<file path="src/rtl/tetris_pkg.sv">
// Shared definitions for the tetris engine and its command issuer:
// engine command codes and the issuer's sequencing states.
package tetris_pkg;

    typedef enum logic [2:0] {
        CTRL_NONE = 3'd0,
        HOLD      = 3'd1,
        ROTATE    = 3'd2,
        LEFT      = 3'd3,
        RIGHT     = 3'd4,
        DOWN      = 3'd5,
        BAR       = 3'd6,
        START     = 3'd7
    } ctrl_e;

    typedef enum logic [2:0] {
        ST_IDLE,
        ST_DRIVE,
        ST_SETTLE,
        ST_START1,
        ST_START2
    } issuer_state_e;

    localparam int NUM_BTN = 6;
    localparam int CTRL_W  = 3;

endpackage

</file>
<file path="src/rtl/cmd_fifo.sv">
// Small synchronous command queue with a first-word-fall-through head.
// Flush empties the queue and discards any push in the same cycle.
module cmd_fifo #(
    parameter int DEPTH = 4,
    parameter int WIDTH = 3
) (
    input  logic                     clk,
    input  logic                     reset,
    input  logic                     push_i,
    input  logic [WIDTH-1:0]         push_data_i,
    input  logic                     pop_i,
    input  logic                     flush_i,
    output logic                     full_o,
    output logic                     empty_o,
    output logic [WIDTH-1:0]         head_o,
    output logic [$clog2(DEPTH):0]   count_o
);

    localparam int AW = $clog2(DEPTH);
    localparam logic [AW:0] FULL_CNT = (AW+1)'(DEPTH);

    logic [WIDTH-1:0] mem_q [DEPTH];
    logic [AW-1:0]    wr_ptr_q;
    logic [AW-1:0]    rd_ptr_q;
    logic [AW:0]      count_q;
    logic             do_push;
    logic             do_pop;

    assign full_o  = (count_q == FULL_CNT);
    assign empty_o = (count_q == '0);
    assign head_o  = mem_q[rd_ptr_q];
    assign count_o = count_q;

    assign do_push = push_i && !full_o && !flush_i;
    assign do_pop  = pop_i && !empty_o && !flush_i;

    always_ff @(posedge clk) begin
        if (do_push) begin
            mem_q[wr_ptr_q] <= push_data_i;
        end
    end

    always_ff @(posedge clk or posedge reset) begin
        if (reset) begin
            wr_ptr_q <= '0;
            rd_ptr_q <= '0;
            count_q  <= '0;
        end else if (flush_i) begin
            wr_ptr_q <= '0;
            rd_ptr_q <= '0;
            count_q  <= '0;
        end else begin
            if (do_push) wr_ptr_q <= wr_ptr_q + AW'(1);
            if (do_pop)  rd_ptr_q <= rd_ptr_q + AW'(1);
            case ({do_push, do_pop})
                2'b10:   count_q <= count_q + (AW+1)'(1);
                2'b01:   count_q <= count_q - (AW+1)'(1);
                default: count_q <= count_q;
            endcase
        end
    end

endmodule

</file>
<file path="src/rtl/tetris_ctrl_issuer.sv">
// Turns button edges, start and a gravity tick into queued engine commands,
// issuing each one as a single-cycle ctrl code when the engine is ready.
module tetris_ctrl_issuer
    import tetris_pkg::*;
#(
    parameter int unsigned DROP_PERIOD = 50_000_000,
    parameter int          FIFO_DEPTH  = 4,
    parameter int          SYNC_STAGES = 2
) (
    input  logic                          clk,
    input  logic                          reset,
    input  logic [NUM_BTN-1:0]            btn,
    input  logic                          start,
    input  logic                          ready,
    output logic [CTRL_W-1:0]             ctrl,
    output logic [$clog2(FIFO_DEPTH):0]   q_count,
    output logic                          busy
);

    localparam int          NIN       = NUM_BTN + 1;
    localparam logic [31:0] GRAV_LAST = 32'(DROP_PERIOD - 32'd1);

    logic [NIN-1:0]     sync_q [SYNC_STAGES];
    logic [NIN-1:0]     prev_q;
    logic [NIN-1:0]     edge_w;
    logic [NUM_BTN-1:0] pend_q, pend_d;
    logic               grav_pend_q, grav_pend_d;
    logic               start_pend_q, start_pend_d;
    logic [31:0]        grav_cnt_q, grav_cnt_d;
    logic               grav_wrap;
    issuer_state_e      state_q, state_d;
    logic [CTRL_W-1:0]  ctrl_q, ctrl_d;
    logic [NIN-1:0]     src_w;
    logic [NIN-1:0]     push_mask;
    logic [CTRL_W-1:0]  push_code;
    logic               push_en;
    logic               pop_w;
    logic               flush_w;
    logic               fifo_full;
    logic               fifo_empty;
    logic [CTRL_W-1:0]  fifo_head;

    // Bit NUM_BTN of the chain carries start alongside the buttons.
    always_ff @(posedge clk or posedge reset) begin
        if (reset) begin
            for (int i = 0; i < SYNC_STAGES; i++) sync_q[i] <= '0;
            prev_q <= '0;
        end else begin
            sync_q[0] <= {start, btn};
            for (int i = 1; i < SYNC_STAGES; i++) sync_q[i] <= sync_q[i-1];
            prev_q <= sync_q[SYNC_STAGES-1];
        end
    end

    assign edge_w    = sync_q[SYNC_STAGES-1] & ~prev_q;
    assign grav_wrap = (grav_cnt_q == GRAV_LAST);
    assign src_w     = {grav_pend_q, pend_q};

    // Scan high to low so the lowest set index (highest priority) wins.
    always_comb begin
        push_mask = '0;
        push_code = CTRL_NONE;
        for (int i = NIN - 1; i >= 0; i--) begin
            if (src_w[i]) begin
                push_mask    = '0;
                push_mask[i] = 1'b1;
                push_code    = (i == NUM_BTN) ? DOWN : CTRL_W'(i + 1);
            end
        end
    end

    assign push_en = (|src_w) && !fifo_full && !flush_w;

    always_comb begin
        if (flush_w) begin
            pend_d       = edge_w[NUM_BTN-1:0];
            grav_pend_d  = 1'b0;
            start_pend_d = edge_w[NUM_BTN];
            grav_cnt_d   = '0;
        end else begin
            pend_d       = (pend_q & ~(push_en ? push_mask[NUM_BTN-1:0] : '0))
                           | edge_w[NUM_BTN-1:0];
            grav_pend_d  = (grav_pend_q & ~(push_en & push_mask[NUM_BTN])) | grav_wrap;
            start_pend_d = start_pend_q | edge_w[NUM_BTN];
            grav_cnt_d   = grav_wrap ? '0 : grav_cnt_q + 32'd1;
        end
    end

    always_comb begin
        state_d = state_q;
        ctrl_d  = CTRL_NONE;
        flush_w = 1'b0;
        pop_w   = 1'b0;
        case (state_q)
            ST_IDLE: begin
                if (start_pend_q) begin
                    flush_w = 1'b1;
                    ctrl_d  = START;
                    state_d = ST_START1;
                end else if (ready && !fifo_empty) begin
                    pop_w   = 1'b1;
                    ctrl_d  = fifo_head;
                    state_d = ST_DRIVE;
                end
            end
            ST_DRIVE:  state_d = ST_SETTLE;
            ST_SETTLE: state_d = ST_IDLE;
            ST_START1: begin
                ctrl_d  = START;
                state_d = ST_START2;
            end
            ST_START2: state_d = ST_SETTLE;
            default:   state_d = ST_IDLE;
        endcase
    end

    always_ff @(posedge clk or posedge reset) begin
        if (reset) begin
            state_q      <= ST_IDLE;
            ctrl_q       <= CTRL_NONE;
            pend_q       <= '0;
            grav_pend_q  <= 1'b0;
            start_pend_q <= 1'b0;
            grav_cnt_q   <= '0;
        end else begin
            state_q      <= state_d;
            ctrl_q       <= ctrl_d;
            pend_q       <= pend_d;
            grav_pend_q  <= grav_pend_d;
            start_pend_q <= start_pend_d;
            grav_cnt_q   <= grav_cnt_d;
        end
    end

    cmd_fifo #(
        .DEPTH (FIFO_DEPTH),
        .WIDTH (CTRL_W)
    ) u_fifo (
        .clk         (clk),
        .reset       (reset),
        .push_i      (push_en),
        .push_data_i (push_code),
        .pop_i       (pop_w),
        .flush_i     (flush_w),
        .full_o      (fifo_full),
        .empty_o     (fifo_empty),
        .head_o      (fifo_head),
        .count_o     (q_count)
    );

    assign ctrl = ctrl_q;
    assign busy = (state_q != ST_IDLE);

endmodule
</file>
<file path="config.mk">
export PLATFORM = sky130hd
export DESIGN_NAME = tetris_ctrl_issuer
export DESIGN_NICKNAME = d
export VERILOG_FILES = /design/src/rtl/tetris_pkg.sv /design/src/rtl/cmd_fifo.sv /design/src/rtl/tetris_ctrl_issuer.sv
export SDC_FILE = /design/constraint.sdc
export NUM_CORES = 1
export LEC_CHECK = 0
export CAP_MARGIN = 20
export CORE_MARGIN = 2
export CORE_UTILIZATION = 55
export DETAILED_ROUTE_END_ITERATION = 12
export GPL_TIMING_DRIVEN = 0
export PLACE_DENSITY = 0.72
export RECOVER_POWER = 25
export SYNTH_ARGS = -nofsm -noshare
export SYNTH_HDL_FRONTEND = slang
export SYNTH_SLANG_ARGS = --single-unit
</file>
<file path="constraint.sdc">
create_clock -name clk -period 3.1 [get_ports clk]
set_clock_uncertainty 0.05 [all_clocks]
set_input_delay 0.62 -clock clk [delete_from_list [all_inputs] [get_ports clk]]
set_output_delay 0.62 -clock clk [all_outputs]
set_load 0.005 [all_outputs]
</file>
==> metrics.txt, run 1 <==
status finished clean; synth top area cells dfrtp_1 50%, edfxtp_1 9.7%, nor2_1 4.4%; number of port buffers 16; Hold Fails Final Rpt 0; unrepaired setup endpoints after global routing false; post-synthesis sequential area ratio around three fifths; Post-synth top cells 74 x dfrtp_1, 43 x nor2_1, 19 x nand3_1, 17 x inv_1, 17 x nand2_1; Crit. End Element primary output; crit-path cells nor3_1 -> inv_1 -> clkdlybuf4s50_1; CTS tree yes; DRC Markers 0; Ys Warns 0; RePlAce Congestion 0.840; Comb power frac 29.1%; Die Wd 86.0 µm; WL final between 6000 and 7000 µm; crit share post-route 85.9%; vias in the first global route 2302; Initial Utilization 57.6%; critical path arrival 1.99 ns; switch share 34.2%; initial antenna violation count 0; CTS buffer count 9; Die Ht between 80 and 90 µm; Seq pwr share 48.4%; P per Cell Area 803 mW/mm²; biggest area consumer among synthesized cells dfrtp_1; crit path max fanout 6; layout cell share with drive strength beyond 1 8.52%; Gates resized, CTS repair 0; CTS Root Cell clkbuf_8; IO Pins 17; drt first pass iters 4; post-DR vias/cell around 5.6; Setup WS pre-CTS around 0.44 ns; max_slew headroom 2.08%; Slew Viols, Final 0; worst setup path class flip-flop to primary output; fin nets ~360; Clock power frac 22.5%; CTS Buffer Depth 2; Worst Hold Class flip-flop to flip-flop; cell area after placement 0.00396 mm²; asr flop ratio synth between 80% and 90%; Slowest Stage Delay on Critical Path 0.52 ns; hold buffer count at CTS 0; CP Data Required Time ~2.4 ns; H-Tree Depth 3; Die Area ~0.0074 mm²; Seq cells post-synth 86; VDD IR-drop max approximately 0.41 mV; Most used DFF post-synth dfrtp_1; total net switching power between 1 and 1.5 mW; CTS Sinks 86; Layout area overhead 12.2%; post-synthesis cell type count 43; Final Cell Area approximately 0.0041 mm²; Reg2Reg Setup Slack 0.52 ns; Synth Area per Inst approximately 12 µm²; Iteration-0 DRC Markers just under 100; Post-Synthesis Cells 320; antenna-violating nets left 0; MaxCap Viol Count 0; CP max stage cell nor3_1; Pint between 2 and 2.5 mW; EDFF count, synth 12; Vias 2387; Worst Tran Pin Value 1.47 ns; largest net degree at the start of global routing 75; core area 0.00642 mm²; Tmin final approximately 2.7 ns; Tot Pwr approximately 3.3 mW; Fmax ~380 MHz; Setup violations, final 0; Setup Buffers After CTS 0; Synth top area share 50.1%; net count after synthesis 336; Worst-Skew Late Latency 0.35 ns; final setup TNS 0 ns; count leader, synth dfrtp_1; leakage power 1.80 nW; clock-pin slew on the worst setup and hold paths 0.09 ns; Post-DP HPWL between 4000 and 5000 µm; gr ovfl total 0; synthesized cell area 0.00370 mm²; first-pass GRT wire length about 11000 µm; Avg WL per Cell about 14 µm; row count 29; setup ws final 0.438 ns; gr usage total 18.6%; ant diodes 0; startpoint types flip-flop
-- through the flow --
stage | hold WS (ns) | util, % | std cells
after floorplan | 0.281 | - | 320
after global placement | 0.283 | 61.6 | 413
after detailed placement | 0.286 | 61.6 | 413
after CTS | 0.304 | 64.6 | 429
after global routing | 0.311 | 64.6 | 429
final | 0.301 | 64.6 | 429
-- cell type report --
type / instances / area, µm²
clock buffer: 11 / 153
sequential: 86 / 2210
timing repair buffer: 16 / 160
inverter: 17 / 63.8
multi-input combinational: 211 / 1400
clock inverter: 5 / 41.3
buffer: 6 / 26.3
tap: 77 / 96.3
fill: 535 / 2270
-- cells by family (layout without fill, tap and decap cells) --
family	Yosys count	count (layout)	share of synthesized area, %
compound gates	41	41	6.70
xor+xnor	31	31	7.34
fa+ha+maj	6	6	2.23
buf+inv	23	55	2.44
flops	86	86	59.8
mux	4	4	2.10
simple gates	129	129	19.4
-- state kept, by name (all words and copies together) (netlist names) --
signal	count
grav_cnt_q	32
sync_q	14
u_fifo.mem_q	12
prev_q	7
pend_q	6
ctrl	3
state_q	3
u_fifo.count_o	3
u_fifo.rd_ptr_q	2
u_fifo.wr_ptr_q	2
grav_pend_q	1
start_pend_q	1
-- worst paths after layout --
path	cells after the start	to	startpoint
hold / removal	0	sync_q[5]	sync_q[12]
min in group asynchronous	2	sync_q[12]	reset
setup reg to reg	8	u_fifo.count_o[1]	start_pend_q
max in group asynchronous	2	u_fifo.count_o[1]	reset
setup / recovery	3	busy	state_q[0]
hold reg to reg	0	sync_q[5]	sync_q[12]
-- layer usage --
| layer | track usage (%) | share of wire [%] | up-vias |
|---|---|---|---|
| li1 | - | - | 1179 |
| met1 | 26.9 | 51 | 1169 |
| met2 | 27.0 | 45 | 33 |
| met3 | 3.46 | 2.6 | 6 |
| met4 | 9.52 | 1.3 | 0 |
| met5 | 0 | 0 | - |
-- layout by cell type, fill, tap and decap left out, drive strengths merged, types with 2 or more instances in the layout --
cell	n
a211oi	2
a21oi	8
a221o	2
and3	9
and4	4
buf	3
clkbuf	14
clkdlybuf4s50	8
clkinvlp	2
dfrtp	74
dlygate4sd3	8
edfxtp	12
ha	5
inv	19
mux4	3
nand2	17
nand3	19
nand3b	3
nand4	10
nor2	43
nor2b	2
nor3	5
nor4	9
nor4b	4
o211ai	2
o21ai	19
o31ai	2
xnor2	15
xor2	16
-- worst max-delay path: cells and delay by family, from the launching register on --
family                 cells  cell delay (ns)
buffers and inverters      2             0.68
and+or+nand+nor            1             0.52
DFF                        1             0.44
-- power groups by stage --
stage / logic [mW] / registers, mW / clock network, mW
global route: 1.11 / 1.65 / 0.817
detailed placement: 0.979 / 1.64 / 0
global placement: 0.951 / 1.62 / 0
CTS: 0.982 / 1.61 / 0.771
floorplan: 0.699 / 1.59 / 0
finish: 0.971 / 1.61 / 0.748
Power figures use the tool's default switching activity.
==> inputs of run 2 (changes only) <==
--- a/config.mk
+++ b/config.mk
@@ -12,6 +12,7 @@
 export GPL_TIMING_DRIVEN = 0
 export PLACE_DENSITY = 0.72
 export RECOVER_POWER = 25
+export REMOVE_ABC_BUFFERS = 1
 export SYNTH_ARGS = -nofsm -noshare
 export SYNTH_HDL_FRONTEND = slang
 export SYNTH_SLANG_ARGS = --single-unit
==> constraint.sdc (replaced) <==
create_clock -name clk -period 3.1 [get_ports clk]
set_clock_uncertainty 0.05 [all_clocks]
set_input_delay 0.775 -clock clk [delete_from_list [all_inputs] [get_ports clk]]
set_output_delay 0.775 -clock clk [all_outputs]
set_load 0.005 [all_outputs]
==> run 2 against run 1 <==
  * Critical path depth stayed put
  * Count of clock-buffer cells in the layout is 2 lower
  * First-iteration DRC count is 3.1% higher
  * Total power down 1.6%
  * Combinational power decreased by 4.6%
  * Sequential share of layout area increased by 0.50 points
  * Largest cell class unchanged
  * Flip-flop and latch count is the same
==> metrics.txt, run 2 (synthesis gave the netlist of run 1 again) <==
status finished clean (unchanged); CP Data Required Time 2.27 ns (was 2.43 ns); H-Tree Depth 3 (unchanged); core area 0.00642 mm² (unchanged); vias in the first global route 2350 (was 2302); Layout area overhead 11.1% (was 12.2%); Fmax 355 MHz (was 376 MHz); Seq pwr share 49.9% (was 48.4%); setup ws final 0.281 ns (was 0.438 ns); most common cell after layout, fill and taps aside dfrtp_1 (unchanged); first-pass GRT wire length 10700 µm (was 10600 µm); max_slew headroom 3.61% (was 2.08%); gr ovfl total 0 (unchanged); wl on met1 3110 µm (was 3040 µm); Initial Utilization 57.6% (unchanged); worst setup path class flip-flop to primary output (unchanged); Fill cells 513 (was 535); post-DR vias/cell 5.70 (was 5.56); Largest regs grav_cnt_q: 32 flops, sync_q: 14 flops, u_fifo.mem_q: 12 flops (unchanged); Comb power frac 28.2% (was 29.1%); cell area after placement 0.00393 mm² (was 0.00396 mm²); RePlAce Congestion 0.783 (was 0.840); clock-pin slew on the worst setup and hold paths 0.09 ns (about the same); VDD IR-drop max 0.361 mV (was 0.414 mV); CTS tree yes (unchanged); CTS Root Cell clkbuf_8 (unchanged); routed wl met2 2820 µm (was 2730 µm); Largest register FFs 32 (unchanged); Worst Tran Pin Value 1.44 ns (was 1.47 ns); CTS Sinks 86 (unchanged); initial antenna violation count 0 (unchanged); fin nets 357 (was 363); WL final 6200 µm (was 6010 µm); P per Cell Area 798 mW/mm² (was 803 mW/mm²); Placed Instances 407 (was 413); max layer used met4 (unchanged); Worst Hold Class flip-flop to flip-flop (unchanged); commonest cells after routing, fill and taps aside 74 x dfrtp_1, 43 x nor2_1, 19 x nand3_1, 17 x nand2_1 (unchanged); Die Wd 86.0 µm (unchanged); layout cell share with drive strength beyond 1 8.09% (was 8.52%); Setup violations, final 0 (unchanged); Final Cell Area 0.00411 mm² (was 0.00415 mm²); hold buffer count at CTS 0 (unchanged); Post-DP HPWL 4170 µm (was 4110 µm); Die Ht 86.0 µm (unchanged); row count 29 (unchanged); Tmin final 2.82 ns (was 2.66 ns); Clock power frac 21.8% (was 22.5%); startpoint types flip-flop (unchanged); met3 wire len 149 µm (was 156 µm); critical path arrival 1.99 ns (about the same); Setup WS pre-CTS 0.272 ns (was 0.440 ns); antenna-violating nets left 0 (unchanged); crit share post-route 90.9% (was 85.9%); total net switching power 1.15 mW (was 1.14 mW); gr usage total 18.8% (was 18.6%); fin cells 423 (was 429); switch share 35.2% (was 34.2%); CTS buffer count 9 (unchanged); drt first pass iters 4 (unchanged); Gates resized, CTS repair 0 (unchanged); IO Pins 17 (unchanged); CTS Buffer Depth 2 (unchanged); Die Area 0.00740 mm² (unchanged); Crit. End Element primary output (unchanged); Iteration-0 DRC Markers 101 (was 98); crit path max fanout 6 (unchanged); number of port buffers 16 (unchanged); Top reg by flops grav_cnt_q (unchanged); final setup TNS 0 ns (unchanged); largest net degree at the start of global routing 75 (unchanged); unrepaired setup endpoints after global routing false (unchanged); Hold Fails Final Rpt 0 (unchanged); ant diodes 0 (unchanged); Slew Viols, Final 0 (unchanged); Avg WL per Cell 14.6 µm (was 14.0 µm); Vias 2409 (was 2387); MaxCap Viol Count 0 (unchanged); Worst-Skew Late Latency 0.35 ns (about the same); Setup Buffers After CTS 0 (unchanged); leakage power 1.78 nW (was 1.80 nW); Pint 2.13 mW (was 2.19 mW); DRC Markers 0 (unchanged)
==> run 2: stage by stage <==
stage,hold WS (ns),total power [mW],util (%)
2_1_floorplan,0.281,2.27,-
3_3_place_gp,0.282,2.55,61.2
3_5_place_dp,0.287,2.60,61.2
4_1_cts,0.308,3.32,64.0
5_1_grt,0.312,3.52,64.0
6_report,0.304,3.28,64.0
==> run 2: layer usage <==
metal | track usage, % | vias up
met4 | 8.51 | 0
met5 | 0 | -
met2 | 29.1 | 37
li1 | - | 1171
met3 | 3.27 | 11
met1 | 26.1 | 1190
==> run 2: power by group through the flow <==
| stage | Combinational [mW] | Sequential (mW) | Clock, mW |
|---|---|---|---|
| final | 0.926 | 1.64 | 0.715 |
| after detailed placement | 0.936 | 1.66 | 0 |
| after CTS | 0.941 | 1.64 | 0.738 |
| after global routing | 1.06 | 1.68 | 0.783 |
| after global placement | 0.902 | 1.65 | 0 |
| after floorplan | 0.656 | 1.61 | 0 |
==> run 2: critical path, stage by stage (launching register included) <==
cell             delay [ns]
dfrtp_1                0.44
nor3_1                 0.52
inv_1                  0.20
clkdlybuf4s50_1        0.49
==> run 2: area by class of cell <==
| class | count | area, µm² | area share [%] |
|---|---|---|---|
| Clock buffer | 9 | 124 | 3.01 |
| Clock inverter | 7 | 57.6 | 1.40 |
| Sequential cell | 86 | 2210 | 53.8 |
| Inverter | 17 | 63.8 | 1.55 |
| Tap cell | 77 | 96.3 | 2.34 |
| Timing Repair Buffer | 16 | 160 | 3.90 |
| Multi-Input combinational cell | 211 | 1400 | 34.0 |
==> run 2: final timing paths <==
kind	start	to	slack, ns	cells past startpoint
max	state_q[0]	busy	0.28	3
min	sync_q[10]	sync_q[3]	0.30	0
max reg2reg	start_pend_q	u_fifo.count_o[1]	0.45	7
min reg2reg	sync_q[10]	sync_q[3]	0.30	0
max in group asynchronous	reset	grav_cnt_q[13]	0.88	2
min in group asynchronous	reset	sync_q[10]	1.25	2
==> inputs of run 3 (changes only) <==
--- a/config.mk
+++ b/config.mk
@@ -8,6 +8,7 @@
 export CAP_MARGIN = 20
 export CORE_MARGIN = 2
 export CORE_UTILIZATION = 55
+export CTS_CLUSTER_DIAMETER = 100
 export DETAILED_ROUTE_END_ITERATION = 12
 export GPL_TIMING_DRIVEN = 0
 export PLACE_DENSITY = 0.72
==> results of run 3 <==
Same layout as run 2: the final DEF is identical, and so are final timing and power.
